### src/rtl/pkt_commit_fifo.sv
// Packet commit FIFO: words are written speculatively and only become readable once
// their packet commits; aborted or oversize packets are rolled back and never emitted.
module pkt_commit_fifo #(
   parameter int width = 64,
   parameter int depth = 16,
   parameter int asz   = 4
) (
   input  logic             clk,
   input  logic             reset,
   input  logic             p_srdy,
   output logic             p_drdy,
   input  logic [width-1:0] p_data,
   input  logic             p_commit,
   input  logic             p_abort,
   output logic             f_srdy,
   input  logic             f_drdy,
   output logic [width-1:0] f_data,
   output logic             f_eop,
   output logic             ovf_err
);

   localparam int PW = asz + 1;

   typedef enum logic {NORMAL, DROP} state_t;

   state_t            state_q, state_d;
   logic [PW-1:0]     wr_ptr_q, wr_ptr_d;
   logic [PW-1:0]     com_ptr_q, com_ptr_d;
   logic [PW-1:0]     rd_ptr_q, rd_ptr_d;
   logic              ovf_err_q, ovf_err_d;
   logic [width:0]    mem_q [depth];

   logic [PW-1:0]     used;
   logic              full;
   logic              empty_out;
   logic              ovf_cond;
   logic              pkt_end;
   logic              wr_en;
   logic [width:0]    head;

   assign used      = wr_ptr_q - rd_ptr_q;
   assign full      = (used == PW'(depth));
   assign empty_out = (rd_ptr_q == com_ptr_q);
   assign ovf_cond  = (state_q == NORMAL) && full && (com_ptr_q == rd_ptr_q);
   assign pkt_end   = p_abort | (p_srdy & p_commit);

   assign head    = mem_q[rd_ptr_q[asz-1:0]];
   assign f_data  = head[width-1:0];
   assign f_eop   = head[width];
   assign f_srdy  = ~empty_out;
   assign ovf_err = ovf_err_q;

   // The overflow cycle already behaves like DROP (p_drdy high, word discarded), so a
   // commit or abort arriving in that same cycle ends the dropped packet immediately.
   always_comb begin
      state_d   = state_q;
      wr_ptr_d  = wr_ptr_q;
      com_ptr_d = com_ptr_q;
      rd_ptr_d  = rd_ptr_q;
      ovf_err_d = 1'b0;
      wr_en     = 1'b0;
      p_drdy    = 1'b1;

      case (state_q)
         NORMAL: begin
            if (ovf_cond) begin
               wr_ptr_d  = com_ptr_q;
               ovf_err_d = 1'b1;
               if (!pkt_end)
                  state_d = DROP;
            end else begin
               p_drdy = ~full;
               if (p_abort) begin
                  wr_ptr_d = com_ptr_q;
               end else if (p_srdy && !full) begin
                  wr_en    = 1'b1;
                  wr_ptr_d = wr_ptr_q + 1'b1;
                  if (p_commit)
                     com_ptr_d = wr_ptr_q + 1'b1;
               end
            end
         end
         DROP: begin
            if (pkt_end)
               state_d = NORMAL;
         end
      endcase

      if (f_srdy && f_drdy)
         rd_ptr_d = rd_ptr_q + 1'b1;
   end

   always_ff @(posedge clk) begin
      if (reset) begin
         state_q   <= NORMAL;
         wr_ptr_q  <= '0;
         com_ptr_q <= '0;
         rd_ptr_q  <= '0;
         ovf_err_q <= 1'b0;
      end else begin
         state_q   <= state_d;
         wr_ptr_q  <= wr_ptr_d;
         com_ptr_q <= com_ptr_d;
         rd_ptr_q  <= rd_ptr_d;
         ovf_err_q <= ovf_err_d;
      end
   end

   // Storage is data only; pointer reset makes stale contents unreachable.
   always_ff @(posedge clk) begin
      if (wr_en)
         mem_q[wr_ptr_q[asz-1:0]] <= {p_commit, p_data};
   end

endmodule

### config.mk
export PLATFORM = sky130hd
export DESIGN_NAME = pkt_commit_fifo
export DESIGN_NICKNAME = d
export VERILOG_FILES = /design/src/rtl/pkt_commit_fifo.sv
export SDC_FILE = /design/constraint.sdc
export NUM_CORES = 1
export LEC_CHECK = 0
export CORE_MARGIN = 3
export CORE_UTILIZATION = 51
export DETAILED_ROUTE_END_ITERATION = 8
export HOLD_SLACK_MARGIN = 0.1
export MAX_ROUTING_LAYER = met4
export PLACE_DENSITY = 0.71
export SYNTH_ARGS = -nofsm -noshare
export SYNTH_HDL_FRONTEND = slang
export SYNTH_SLANG_ARGS = --single-unit
### constraint.sdc
create_clock -name clk -period 6.54 [get_ports clk]
set_clock_uncertainty 0.2 [all_clocks]
set_input_delay 1.308 -clock clk [delete_from_list [all_inputs] [get_ports clk]]
set_output_delay 1.308 -clock clk [all_outputs]
set_load 0.02 [all_outputs]
==> reports/metrics.csv, run 1 <==
stage,metric,value,unit
run_status,status,"complete, no violations",
detailed_routing,drc,0,
detailed_routing,drt_iter0_markers,1900,
synth,yosysMostFrequentCell,edfxtp_1,
grt,grt_antenna_before_repair,9,
synth,async_flop_share,0,
clocking,clk_latency,0.65,ns
clocking,root_buffer,clkbuf_16,
sta,min_period,5.27,ns
sta,fin_crit_sh,0.805,
synth,synth_edf_count,1040,
finish,layout.nets,1880,
detailed_routing,post_drt_wl_per_cell,28.6,um
synth,yosys.area.top_type,edfxtp_1,
placed_design,place_congestion,0.733,
setup_path,crit_chain,"buf_4, mux4_2, mux4_2, clkdlybuf4s50_1",
die,io_pins,138,
synth,synth_top_area_share,0.778,
detailed_routing,antenna_left,0,
sta,timing.fmax,190,MHz
detailed_routing,first_pass_iters,5,
clocking,cts_sinks,1061,
synth,netlist_top_cells_area,"edfxtp_1 (78%), mux4_2 (18%), dfxtp_1 (1.0%)",
setup_path,worstPathMaxFanout,39,
clocking,clk_pin_slew,0.06,ns
setup_path,critical_path_class,flop to primary output,
synth,ys_types,40,
flow_run,drv_cap,0,
finish,drive_gt1_frac,0.289,
grt,grt_use_total,0.216,
clocking,cts_max_level,3,
setup_path,r2r_start,wr_ptr_q[3],
clocking,ctsResizeCount,0,
die,start_util,0.516,
synth,syn_avg_cell_area,25.2,um2
grt,grt_start_max_net_pins,66,
setup_path,cp.required,5.03,ns
placed_design,portBuffers,137,
synth,ys_ff_latch,1061,
sta,setup_tns,0,ns
setup_path,r2r_slack,2.46,ns
finish,n_fill_cell,5231,
detailed_routing,drt_wl_total,83.9,mm
die,dieArea,0.0821,mm2
finish,area_growth,15.8,%
synth,syn_nets,1669,
setup_path,crit_path_frequent_cell,mux4_2,
grt,grt_overflow_total,0,
synth,seq_area_frac_synth,0.789,
pwr,p_leak,14.0,nW
grt,grt_pass1_vias,18900,
clocking,cts_hold_buf,0,
clocking,cts_inserted_buffers,103,
detailed_routing,vias_per_cell,6.05,
min_path,min_path_cells,2,
sta,setup_viol,0,
sta,worst_pin_slew,1.08,ns
finish,multi_input_area,0.00825,mm2
setup_path,arrival,3.76,ns
setup_path,r2r-end,mem_q[10][41],
setup_path,r2r_cells,8,
setup_path,cp-end-kind,primary output,
synth,netlist_instances,1590,
clocking,cts_buffer_depth,3,
synth,ys.flop_type,edfxtp_1,
sta,drv_slew,0,
setup_path,slowest_delay,0.90,ns
placed_design,dp_hpwl,41.6,mm
sta,rsz0062_at_grt,false,
clocking,cts_setup_buffers,0,
grt,grt_pass1_wl,126,mm
setup_path,start_kind,flop,
synth,synth_common_cells,"edfxtp_1 (1,040), mux4_2 (325), clkbuf_1 (43)",
pwr,ir_drop,0.216,mV
die,rows,102,
detailed_routing,via_count,17800,
finish,fin_util,0.598,
clocking,tritoncts,done,
die,die_w,287,um
die,die_y,287,um
die,core-area,0.0777,mm2
finish,regArea,0.0317,mm2
min_path,worst_hold_path_type,flop to flop,
sta,hold_viol,0,
pwr,powerDensity,338,mW/mm2
setup_path,slowest_stage,dfxtp_4,
sta,slew_headroom,0.279,
setup_path,crit_path_end,f_data[11],
synth,synth.cell_area,0.0401,mm2
synth,synth_warnings,0,
-- flip-flops by register name (all words and copies together) (netlist names), named ones only --
| name | flops |
|---|---|
| com_ptr_q | 5 |
| state_q | 1 |
| ovf_err | 1 |
| wr_ptr_q | 5 |
| mem_q | 1040 |
| rd_ptr_q | 5 |
-- power breakdown --
part	total (W)	leakage, nW	switching, W	internal, W
combinational	0.00229	2.83	0.00107	0.00123
clock	0.00572	1.59	0.00243	0.00329
sequential	0.00772	9.54	0.000113	0.00760
total	0.0157	14.0	0.00361	0.0121
-- worst max-delay path: cells and delay by family, from the launching register on --
family	cells	cell delay, ns
DFF	1	0.90
buffers and inverters	2	1.09
muxes	2	1.07
-- layer usage --
layer  global-route usage  part of all wire  wire length, um  up-vias
met4               0.0479             0.015             1280        0
met5                    -                 0                0        -
li1                     -                 -                -     7368
met1                0.301              0.41            34200     9622
met2                0.341              0.50            42300      678
met3               0.0389             0.073             6150       88
-- cells in the final DEF, fill, tap and decap left out, drive strengths merged, types with 2 or more instances in the layout --
cell,instances
bufinv,9
mux4,325
clkinv,46
clkbuf,129
buf,48
nor2b,3
dfxtp,21
nand2,10
a211oi,3
o311ai,3
nor2,24
a31oi,2
o21ai,5
ha,9
mux2i,4
a21oi,6
xnor2,5
nor4,3
clkinvlp,7
diode,7
nand2b,2
nand3,6
o2111ai,2
nor3,5
clkdlybuf4s50,137
edfxtp,1040
xor2,10
inv,10
nand4,3
-- worst min path at each step --
stage	from	end
floorplan	wr_ptr_q[4]	wr_ptr_q[4]
global placement	com_ptr_q[0]	wr_ptr_q[0]
detailed placement	com_ptr_q[0]	wr_ptr_q[0]
CTS	com_ptr_q[0]	wr_ptr_q[0]
global route	com_ptr_q[0]	wr_ptr_q[0]
finish	com_ptr_q[0]	wr_ptr_q[0]
-- per-stage QoR --
stage | instance area, um2 | power (W) | worst slack, ns | hold slack [ns] | cells
3_5_place_dp | 43200 | 0.0102 | 1.87 | 0.315 | 2736
6_report | 46500 | 0.0157 | 1.27 | 0.336 | 2936
5_1_grt | 46500 | 0.0163 | 1.06 | 0.370 | 2935
3_3_place_gp | 43200 | 0.0102 | 1.90 | 0.315 | 2736
4_1_cts | 46500 | 0.0159 | 1.16 | 0.337 | 2929
2_1_floorplan | 40100 | 0.00941 | 1.27 | 0.286 | 1590
-- logic make-up after synthesis --
| family | synth area share |
|---|---|
| flops | 0.789 |
| compound gates | 0.00496 |
| mux | 0.183 |
| xor+xnor | 0.00327 |
| buf+inv | 0.00901 |
| simple gates | 0.00783 |
| fa+ha+maj | 0.00281 |
-- cell type report --
class,instances,share of cell area
flip-flops and latches,1061,0.681
multi-input cells,442,0.178
clock buffers,129,0.0580
repair buffers,185,0.0413
well taps,1040,0.0280
clock inverters,64,0.0129
inverters,8,0.000646
diodes,7,0.000377
No activity file was read; power rests on OpenSTA's default activity.
==> inputs of run 2 (changes only) <==
Settings changed: PLACE_DENSITY 0.71 to 0.68.
Clock period 6.54 ns to 4.9 ns, I/O delays scaled along.
==> run 2 against run 1 <==
Net effect: utilization rose by 0.57 points; via count rose by 0.50%; critical path depth did not move; die area did not move; critical path type unchanged; wire length rose by 0.61%; clock power rose by 41%; combinational power rose by 38%; flip-flop and latch count did not move; critical endpoint is now f_data[9].
==> reports/metrics.csv, run 2 (synthesized netlist as in run 1, its figures left out) <==
stage,metric,value,unit,change
setup_path,arrival,3.40,ns,-0.36 ns
sta,drv_slew,0,,unchanged
placed_design,dp.cells,2749,,+0.48%
finish,layout.nets,1895,,+0.80%
grt,grt_overflow_total,0,,unchanged
sta,hold_viol,0,,unchanged
detailed_routing,drt_iter0_markers,1974,,+3.9%
sta,fin_crit_sh,0.934,,
sta,worst_pin_slew,0.911,ns,-0.170 ns
run_status,status,"complete, no violations",,
sta,fin_ws,0.323,ns,-0.951 ns
finish,area_growth,16.9,%,
clocking,cts_hold_buf,0,,unchanged
clocking,clk_latency,0.66,ns,about the same
sta,setup_tns,0,ns,unchanged
sta,setup_viol,0,,unchanged
setup_path,r2r_cells,7,,-1
clocking,clk_pin_slew,0.06,ns,about the same
clocking,tritoncts,done,,
finish,largest_reg_flops,1040,,unchanged
placed_design,place_congestion,0.751,,+2.5%
placed_design,dpl_worst_slack,0.969,ns,-0.902 ns
grt,grt_pass1_wl,126,mm,+0.38%
detailed_routing,vias_per_cell,6.04,,about the same
grt,grt_pass1_vias,18800,,-0.57%
die,core-area,0.0777,mm2,unchanged
clocking,cts_sinks,1061,,unchanged
min_path,min-delay-start,com_ptr_q[3],,
die,rows,102,,unchanged
grt,grt_start_max_net_pins,69,,+4.5%
min_path,worst_hold_path_type,flop to flop,,
finish,fin_cells,2953,,+0.58%
sta,rsz0062_at_grt,false,,
pwr,powerDensity,458,mW/mm2,+35%
min_path,holdPathEnd,com_ptr_q[3],,
min_path,min_path_cells,2,,unchanged
detailed_routing,drt_wl_total,84.4,mm,+0.61%
setup_path,start_kind,flop,,
pwr,p_total,0.0215,W,+37%
clocking,ctsResizeCount,0,,unchanged
die,die_y,287,um,unchanged
setup_path,r2r_slack,1.11,ns,-1.35 ns
finish,final_common_cell,edfxtp_1,,
grt,grt_use_total,0.218,,+0.00178
setup_path,r2r_start,wr_ptr_q[2],,
detailed_routing,via_count,17800,,+0.50%
sta,timing.fmax,218,MHz,
grt,grt_antenna_before_repair,10,,+1
pwr,p_leak,14.2,nW,+1.4%
sta,slew_headroom,0.388,,+0.109
clocking,root_buffer,clkbuf_16,,
die,start_util,0.516,,unchanged
clocking,cts_inserted_buffers,105,,+1.9%
die,io_pins,138,,unchanged
flow_run,drv_cap,0,,unchanged
placed_design,dp_hpwl,43.4,mm,+4.2%
setup_path,critical_path_class,flop to primary output,,
pwr,ir_drop,0.307,mV,+42%
setup_path,r2r-end,mem_q[15][34],,
die,die_w,287,um,unchanged
clocking,cts_buffer_depth,3,,unchanged
clocking,cts_setup_buffers,0,,unchanged
placed_design,portBuffers,137,,unchanged
detailed_routing,drc,0,,unchanged
detailed_routing,antenna_left,0,,unchanged
finish,final_cell_mix,"edfxtp_1 (1,040), mux4_2 (325), clkdlybuf4s50_1 (137)",,
sta,min_period,4.58,ns,
setup_path,cp-end-kind,primary output,,
detailed_routing,post_drt_wl_per_cell,28.6,um,about the same
clocking,cts_max_level,3,,unchanged
finish,drive_gt1_frac,0.292,,+0.00297
setup_path,cp.required,3.72,ns,-1.31 ns
die,dieArea,0.0821,mm2,unchanged
setup_path,worstPathMaxFanout,36,,-7.7%
detailed_routing,first_pass_iters,5,,unchanged
-- run 2: changes by cell type in the layout (fill, tap and decap cells not counted), moves of 2 or more --
cell	change
clkinvlp_4	-4
inv_16	+3
diode_2	+2
bufinv_16	+6
clkinv_2	-6
clkbuf_1	-3
clkinv_1	+8
buf_12	+12
-- run 2: where the power goes --
| part | switching [W] | internal, W | total, W |
|---|---|---|---|
| clock network | 0.00333 | 0.00475 | 0.00807 |
| logic | 0.00149 | 0.00167 | 0.00316 |
| registers | 0.0000894 | 0.0101 | 0.0102 |
| total | 0.00491 | 0.0166 | 0.0215 |
-- run 2: metal layers --
metal	wire, um	global-route usage	up-vias	share of wire
li1	-	-	7407	-
met1	34700	0.307	9706	0.41
met2	42000	0.336	629	0.50
met3	6350	0.0448	103	0.075
met4	1340	0.0498	0	0.016
met5	0	-	-	0
-- run 2: worst max-delay path by stage --
stage | startpoint | endpoint | slack, ns | cells after the start
final | flop | f_data[9] | 0.32 | 4
after global placement | flop | f_data[9] | 0.99 | 4
after floorplan | wr_ptr_q[0] | mem_q[15][0] | -0.19 | 9
after detailed placement | flop | f_data[9] | 0.97 | 4
after CTS | flop | f_data[9] | 0.25 | 4
after global routing | flop | f_data[3] | 0.16 | 5
-- run 2: worst max-delay path: stages (launching register included) --
cell,delay (ns)
dfxtp_4,0.81
buf_4,0.44
mux4_2,0.35
mux4_2,0.48
clkdlybuf4s50_1,0.60
-- run 2: final cells by class --
class                   instances  area (um2)
flip-flops and latches       1061       31700
inverters                       8        30.0
well taps                    1040        1300
multi-input cells             442        8250
clock inverters                68         777
diodes                          9        22.5
fillers                      5224       30800
repair buffers                198        2170
clock buffers                 127        2710
-- run 2: per-stage QoR --
stage | hold slack, ns | instance area (um2) | util
floorplan | 0.286 | 40200 | -
global placement | 0.318 | 43400 | 0.559
detailed placement | 0.330 | 43400 | 0.559
CTS | 0.340 | 46900 | 0.603
global route | 0.369 | 46900 | 0.604
finish | 0.337 | 46900 | 0.604
